### src/rtl/seq_div_pkg.sv
// seq_div_pkg: state encoding and sizing helpers shared by the sequential divider.
package seq_div_pkg;
   typedef enum logic [1:0] {IDLE = 2'd0, RUN = 2'd1, FIN = 2'd2} state_t;
   localparam int WIDTH_DEF = 8;
   function automatic int cnt_width(input int w);
      return (w > 1) ? $clog2(w) : 1;
   endfunction
endpackage

### src/rtl/seq_divider_trial_sub.sv
// trial_sub: ripple-carry a + ~b + 1; borrow is the inverted carry out.
module trial_sub #(
   parameter int N = 9
) (
   input  logic [N-1:0] a,
   input  logic [N-1:0] b,
   output logic [N-1:0] diff,
   output logic         borrow
);
   logic [N:0] c;
   assign c[0] = 1'b1;
   for (genvar i = 0; i < N; i++) begin : g_fa
      assign diff[i] = a[i] ^ ~b[i] ^ c[i];
      assign c[i+1] = (a[i] & ~b[i]) | (c[i] & (a[i] ^ ~b[i]));
   end
   assign borrow = ~c[N];
endmodule

### src/rtl/seq_divider.sv
// seq_divider: restoring unsigned divider, one quotient bit per clock.
module seq_divider
   import seq_div_pkg::*;
#(
   parameter int WIDTH = WIDTH_DEF
) (
   input  logic             clk,
   input  logic             rst,
   input  logic             start,
   input  logic [WIDTH-1:0] dividend,
   input  logic [WIDTH-1:0] divisor,
   output logic             busy,
   output logic             done,
   output logic [WIDTH-1:0] quotient,
   output logic [WIDTH-1:0] remainder,
   output logic             div_by_zero
);
   localparam int CW = cnt_width(WIDTH);
   state_t           state_q, state_d;
   logic [CW-1:0]    cnt_q, cnt_d;
   logic [WIDTH:0]   p_q, p_d;
   logic [WIDTH-1:0] q_q, q_d, dvs_q, dvs_d;
   logic             zero_q, zero_d;
   logic             busy_q, busy_d, done_q, done_d, dbz_q, dbz_d;
   logic [WIDTH-1:0] quo_q, quo_d, rem_q, rem_d;
   logic [WIDTH:0]   p_sh, diff;
   logic             borrow;
   // after a restore step P < divisor, so its top bit is never needed again
   logic             unused_msb;
   assign unused_msb = p_q[WIDTH];
   assign p_sh = {p_q[WIDTH-1:0], q_q[WIDTH-1]};
   trial_sub #(.N(WIDTH + 1)) u_sub (
      .a      (p_sh),
      .b      ({1'b0, dvs_q}),
      .diff   (diff),
      .borrow (borrow)
   );
   always_comb begin
      state_d = state_q;
      cnt_d   = cnt_q;
      p_d     = p_q;
      q_d     = q_q;
      dvs_d   = dvs_q;
      zero_d  = zero_q;
      quo_d   = quo_q;
      rem_d   = rem_q;
      dbz_d   = dbz_q;
      if (state_q == IDLE && start) begin
         dvs_d   = divisor;
         p_d     = '0;
         q_d     = dividend;
         zero_d  = (divisor == '0);
         cnt_d   = CW'(WIDTH - 1);
         state_d = (divisor == '0) ? FIN : RUN;
      end else if (state_q == RUN) begin
         p_d     = borrow ? p_sh : diff;
         q_d     = {q_q[WIDTH-2:0], ~borrow};
         cnt_d   = cnt_q - CW'(1);
         state_d = (cnt_q == '0) ? FIN : RUN;
      end else if (state_q == FIN) begin
         // a zero divisor leaves the untouched dividend in Q
         quo_d   = zero_q ? '1 : q_q;
         rem_d   = zero_q ? q_q : p_q[WIDTH-1:0];
         dbz_d   = zero_q;
         state_d = IDLE;
      end
      done_d = (state_q == FIN);
      busy_d = (state_d != IDLE) || (state_q == FIN);
   end
   always_ff @(posedge clk) begin
      if (rst) begin
         state_q <= IDLE;
         cnt_q   <= '0;
         p_q     <= '0;
         q_q     <= '0;
         dvs_q   <= '0;
         zero_q  <= 1'b0;
         busy_q  <= 1'b0;
         done_q  <= 1'b0;
         quo_q   <= '0;
         rem_q   <= '0;
         dbz_q   <= 1'b0;
      end else begin
         state_q <= state_d;
         cnt_q   <= cnt_d;
         p_q     <= p_d;
         q_q     <= q_d;
         dvs_q   <= dvs_d;
         zero_q  <= zero_d;
         busy_q  <= busy_d;
         done_q  <= done_d;
         quo_q   <= quo_d;
         rem_q   <= rem_d;
         dbz_q   <= dbz_d;
      end
   end
   assign busy        = busy_q;
   assign done        = done_q;
   assign quotient    = quo_q;
   assign remainder   = rem_q;
   assign div_by_zero = dbz_q;
endmodule

### config.mk
export PLATFORM = sky130hd
export DESIGN_NAME = seq_divider
export DESIGN_NICKNAME = d
export VERILOG_FILES = /design/src/rtl/seq_div_pkg.sv /design/src/rtl/seq_divider_trial_sub.sv /design/src/rtl/seq_divider.sv
export SDC_FILE = /design/constraint.sdc
export NUM_CORES = 1
export LEC_CHECK = 0
export CAP_MARGIN = 20
export CELL_PAD_IN_SITES_DETAIL_PLACEMENT = 2
export CELL_PAD_IN_SITES_GLOBAL_PLACEMENT = 2
export CORE_UTILIZATION = 29
export CTS_CLUSTER_SIZE = 20
export DETAILED_ROUTE_END_ITERATION = 7
export HOLD_SLACK_MARGIN = 0.08
export PLACE_DENSITY_LB_ADDON = 0.1
export SYNTH_ARGS = -nofsm -noshare
export SYNTH_HDL_FRONTEND = slang
export SYNTH_SLANG_ARGS = --single-unit
### constraint.sdc
create_clock -name clk -period 4 [get_ports clk]
set_input_delay 0.8 -clock clk [delete_from_list [all_inputs] [get_ports clk]]
set_output_delay 0.8 -clock clk [all_outputs]
set_load 0.02 [all_outputs]
* Yosys cells after proc, flatten, opt, wreduce, memory -nomap -nowiden *
Index checks and enable logic that the tools add are counted.

storage, ports and cells
  register bits after elaboration = 49
  output and inout port bits = 19
  word-level logic and storage cells = 87

cells by class
  bitwise operators = 52
  add/sub/neg operators = 1
  reductions and logical operators = 9
  mux-type cells = 12
  eq/ne operators = 2

operators by type and width
  cell                                                                count
  8-bit 2-to-1 mux                                                    5
  1-bit AND                                                           16
  1-bit XOR                                                           15
  1-bit inverter                                                      12
  2-bit 2-to-1 mux                                                    5
  1-bit bitwise OR                                                    9
  8-bit zero test                                                     1
  3-bit 2-to-1 mux                                                    2
  2-bit nonzero test                                                  2
  3-bit zero test                                                     1
  3-bit AND reduction                                                 1
  3-bit by 1-bit subtractor with 3-bit output, second input constant  1
  2-bit by 1-bit == test with 1-bit output, second input constant     1
  2-bit == test, second input constant                                1
  2-bit zero test                                                     1
  2-bit OR reduction                                                  1
  1-bit logical AND                                                   1
  1-bit logical OR                                                    1

* Longest topological paths before layout *
  word-level depth = 21
  gate-level depth with buffers = 16

* By module *
From an unflattened synthesis, not the netlist that was laid out.

unflattened totals
  cell total of the unflattened synthesis = 264
  area, all modules = 2359.8 sq um

by module, submodules not included
  module       cells each  times used  area each (sq um)
  seq_divider  237         1           2119.5
  trial_sub    27          1           240.2

* Worst setup path before layout *
OpenSTA, ideal clock, no wires.

  path type = reg2reg
  start = reg q_q[7]
  end = reg p_q[7]
  required time = 3.878 ns
  setup slack = 0.128 ns
  data arrival time = 3.751 ns
  cell stages (with the launch flop) = 16
  library setup time = 0.122 ns
  buffers on the path = 0
  cells stage by stage = dfxtp_1 -> inv_1 -> ha_1 -> fa_1 -> fa_1 -> fa_1 -> fa_1 -> inv_1 -> fa_1 -> inv_1 -> fa_1 -> inv_1 -> fa_1 -> or3b_2 -> mux2i_1 -> nor4_1

on the way
  longest elaborated chain between the ends = 19

ends and longest elaborated chain
  item                                    line                         RTL
  start: declaration                      seq_divider.sv:22            logic [WIDTH-1:0] q_q, q_d, dvs_q, dvs_d;
  start signal: assignment                seq_divider.sv:87            q_q <= q_d;
  1-bit AND or 1-bit XOR (tied branches)  seq_divider_trial_sub.sv:14  assign c[i+1] = (a[i] & ~b[i]) | (c[i] & (a[i] ^ ~b[i]));
  1-bit bitwise OR (*)                    seq_divider_trial_sub.sv:14
  1-bit AND (*)                           seq_divider_trial_sub.sv:14
  1-bit bitwise OR (*)                    seq_divider_trial_sub.sv:14
  1-bit AND (*)                           seq_divider_trial_sub.sv:14
  1-bit bitwise OR (*)                    seq_divider_trial_sub.sv:14
  1-bit AND (*)                           seq_divider_trial_sub.sv:14
  1-bit bitwise OR (*)                    seq_divider_trial_sub.sv:14
  [3 not listed]                          n/a
  1-bit bitwise OR (*)                    seq_divider_trial_sub.sv:14
  1-bit AND (*)                           seq_divider_trial_sub.sv:14
  1-bit bitwise OR (*)                    seq_divider_trial_sub.sv:14
  1-bit AND                               seq_divider_trial_sub.sv:14
  1-bit bitwise OR                        seq_divider_trial_sub.sv:14
  1-bit AND                               seq_divider_trial_sub.sv:14
  1-bit bitwise OR                        seq_divider_trial_sub.sv:14
  8-bit 2-to-1 mux (*)                    seq_divider.sv:56            p_d = borrow ? p_sh : diff;
  end signal: assignment                  seq_divider.sv:86            p_q <= p_d;
  end: declaration                        seq_divider.sv:21            logic [WIDTH:0] p_q, p_d;

Mark *: on every way between the ends. The rest lies on a longest branch, timed or not.
A chain may end at the register's enable or synchronous reset.

* Worst setup path after layout *
Same ends and word-level chain as after synthesis.

==> impl_metrics.csv <==
group,metric,value,unit
setup_path,start_kind,"flip-flop",
clocking,cts.sinks,49,
cells_and_area,final_core_util,0.3685,
clocking,clock_latency,310,ps
drt,wl,5.966,mm
power,total_power,1.244,mW
setup_path,reg2reg_from,"q_q[7]$_SDFFE_PP0P_",
timing,max_freq,0.2538,GHz
synthesis,ys_async_sr_fraction,0,
cells_and_area,syn_to_final_growth,22.37,%
placement,numPlacedInstances,382,
setup_path,critPathCaptureType,"flip-flop",
power,powerDensity,436.8,mW/mm2
synthesis,synth_cells,261,
timing,slew_headroom,0.3288,
clocking,cts.htree.levels,2,
drt,first_pass_iters,3,
drt,vias,1898,
timing,setup_viol_count_final,0,
setup_path,crit_path_max_incr_delay,410,ps
synthesis,synth.distinct_cells,33,
drt,antenna_left,0,
job,maxCapViolCount,0,
setup_path,crit_buf_inv,4,
cells_and_area,num-nets-final,317,
synthesis,avgSynthCellArea,8.917,um2
setup_path,path_cells,"inv_2 -> ha_4 -> fa_2 -> fa_2 -> fa_2 -> fa_2 -> inv_2 -> fa_2 -> inv_2 -> fa_2 -> inv_2 -> fa_1 -> or3b_4 -> mux2i_1 -> nor4_1",
timing,maxSlewViolCount,0,
placement,port_buffers,37,
cells_and_area,final_cells,391,
cells_and_area,antenna_cells,0,
timing,rsz0062_at_grt,"yes",
setup_path,required,4150,ps
clocking,ctsLongestPathBuffers,2,
setup_path,cp-startpoint,"q_q[7]$_SDFFE_PP0P_",
synthesis,synth-seq-cells,49,
synthesis,synthFlopType,"dfxtp_1",
floorplan,coreArea,0.007727,mm2
setup_path,crit_top_cell,"fa_2",
drt,wl_per_cell,15.26,um
global_route,grt_max_degree,52,
hold_path,hp-class,"flip-flop to flip-flop",
synthesis,ys_seq_area_frac,0.4215,
placement,dpl.hpwl,4.224,mm
drt,avgViaCountPerCell,4.854,
setup_path,crit_path_top_delay_cell,"fa_1",
global_route,track_usage,0.1548,
status,outcome,"completed",
power,irDropWorstVdd,0.1224,mV
floorplan,io_pins,38,
setup_path,cp_data_arrival_time,4090,ps
clocking,cts_tree,"built",
clocking,hold_buffers,0,
setup_path,path_class,"flip-flop to flip-flop",
cells_and_area,drive_gt1_frac,0.1211,
drt,drcViolationCount,0,
timing,min_period,3940,ps
timing,fin_worst_skew,8.697,ps
drt,drt_iter0_markers,70,
synthesis,syn-num-nets,290,
setup_path,crit_family,"adder cells",
clocking,path_clk_slew,90,ps
global_route,grt_pass1_vias,1924,
floorplan,die_area,0.008387,mm2
setup_path,cp_max_fo,2,
synthesis,syn_area,0.002327,mm2
synthesis,ys_warn_count,0,
clocking,cts_buffers,5,
timing,timing.final.hold_violations,0,
cells_and_area,nFillCells,886,
floorplan,dieWidth,91.58,um
hold_path,min_from,"dvs_q[7]$_SDFFE_PP0P_",
timing,worstMarginPinSlew,1007,ps
global_route,grt_pass1_wl,10.13,mm
floorplan,rows,32,
floorplan,start_util,0.3012,
global_route,overflow,0,
synthesis,synth-edff-count,0,
global_route,antenna_found_initial,0,
power,cellLeakagePower,0.9415,nW
placement,gp_congestion,0.7606,
floorplan,dieHeight,91.58,um
timing,post-route-period-util,0.9850,
clocking,clockRootBuffer,"clkbuf_8",
cell usage in the layout, fill, tap and decap left out:
| cell | netlist | final |
|---|---|---|
| nand3_4 | 1 | 1 |
| a311oi_1 | 7 | 7 |
| or3b_4 | 0 | 1 |
| a211o_1 | 1 | 1 |
| a21oi_1 | 11 | 11 |
| clkinv_4 | 0 | 1 |
| nand2_1 | 32 | 32 |
| ha_1 | 3 | 2 |
| o21ai_0 | 21 | 21 |
| nand3b_1 | 1 | 1 |
| buf_2 | 9 | 1 |
| inv_1 | 13 | 9 |
| and3b_1 | 1 | 1 |
| or2_1 | 1 | 1 |
| inv_2 | 0 | 4 |
| xor2_1 | 1 | 1 |
| clkinv_2 | 0 | 1 |
| nor2_1 | 36 | 36 |
| dfxtp_2 | 0 | 1 |
| ha_4 | 0 | 1 |
| clkbuf_8 | 0 | 6 |
| a21oi_2 | 2 | 2 |
| nand2b_1 | 3 | 3 |
| a2111oi_2 | 1 | 1 |
| nor3b_4 | 1 | 1 |
| nor2b_1 | 4 | 3 |
| fa_2 | 0 | 6 |
| clkdlybuf4s50_1 | 0 | 36 |
| buf_4 | 5 | 6 |
| nor2b_2 | 0 | 1 |
| o32ai_1 | 1 | 1 |
| o21ba_2 | 1 | 1 |
| fa_1 | 7 | 1 |
| dfxtp_1 | 49 | 48 |
| or3b_1 | 1 | 1 |
| nor3_1 | 1 | 1 |
| a211oi_1 | 23 | 23 |
| nor4_1 | 3 | 3 |
| mux2i_1 | 11 | 11 |
layout make-up:
| cell class | count | area, um2 | area share |
|---|---|---|---|
| flip-flops and latches | 49 | 982.2 | 0.3449 |
| clock inverters | 2 | 13.76 | 0.004833 |
| clock buffers | 6 | 82.58 | 0.02900 |
| well taps | 102 | 127.6 | 0.04482 |
| repair buffers | 43 | 410.4 | 0.1441 |
| multi-input cells | 176 | 1182 | 0.4152 |
| inverters | 13 | 48.80 | 0.01714 |
worst min-delay path, cell delays in order (launching register included):
cell and delay [ps]:
dfxtp_1 320, nand2_1 50, a21oi_1 50
synth_stat cells (2+ instances only):
cell type  instances  share of area
dfxtp_1           49           0.42
nor2_1            36          0.058
nand2_1           32          0.052
a211oi_1          23          0.074
o21ai_0           21          0.045
inv_1             13          0.021
a21oi_1           11          0.024
mux2i_1           11          0.047
buf_2              9          0.019
a311oi_1           7          0.026
fa_1               7          0.060
buf_4              5          0.016
buf_6              4          0.019
clkbuf_1           4         0.0064
nor2b_1            4          0.011
ha_1               3          0.016
nand2b_1           3         0.0081
nor4_1             3         0.0081
a21oi_2            2         0.0075
logic make-up (layout without fill, tap and decap cells):
| kind of cell | after synthesis | count (layout) | synth area share |
|---|---|---|---|
| buffers and inverters | 36 | 64 | 0.08440 |
| DFF | 49 | 49 | 0.4215 |
| muxes | 11 | 11 | 0.04731 |
| AOI/OAI and AO/OA | 68 | 68 | 0.1952 |
| adders and majority gates | 10 | 10 | 0.07634 |
| xor gates and xnor gates | 1 | 1 | 0.003764 |
| and+or+nand+nor | 86 | 86 | 0.1715 |
per-layer routing:
layer / track usage / up-vias / part of all wire
met5: 0 / - / 0
met4: 0.04365 / 0 / 0.011
met3: 0.02680 / 7 / 0.024
met2: 0.2738 / 25 / 0.50
met1: 0.1915 / 925 / 0.47
li1: - / 941 / -
final timing paths:
| kind | end | slack (ps) | cells after the start |
|---|---|---|---|
| worst min register to register | dvs_q[7]$_SDFFE_PP0P_ | 460 | 2 |
| worst max-delay path | p_q[7]$_SDFFE_PP0P_ | 60 | 15 |
| worst max register to register | p_q[7]$_SDFFE_PP0P_ | 60 | 15 |
| worst min-delay path | dvs_q[7]$_SDFFE_PP0P_ | 460 | 2 |
repair_timing:
item / 4_1_cts / 5_1_grt
setup buffers: 0 / 0
setup endpoints to repair: 1 / 1
resized for setup: 3 / 11
endpoints found under the hold margin: 0 / 0
pin swaps: 0 / 5
flip-flops by register name, indices dropped and copies added, names as in the netlist:
name,count
zero_q,1
div_by_zero,1
quotient,8
dvs_q,8
done,1
p_q,8
state_q,2
busy,1
q_q,8
cnt_q,3
remainder,8
per-stage QoR:
step / TNS [ps] / area (um2) / hold WS (ps) / worst slack (ps)
2_1_floorplan: 0 / 2327 / 436.3 / 127.7
3_3_place_gp: 0 / 2713 / 450.6 / 62.21
3_5_place_dp: -94.67 / 2713 / 450.3 / -94.67
4_1_cts: 0 / 2815 / 465.5 / 14.81
5_1_grt: -53.03 / 2848 / 482.6 / -53.03
6_report: 0 / 2848 / 459.2 / 59.95
where the power goes:
group,switching (mW),total (mW),leakage [nW],internal (mW)
logic,0.192,0.349,0.489,0.157
registers,0.0474,0.582,0.401,0.535
clock network,0.172,0.313,0.0512,0.141
total,0.411,1.24,0.941,0.833
(Power assumes the default switching activity.)
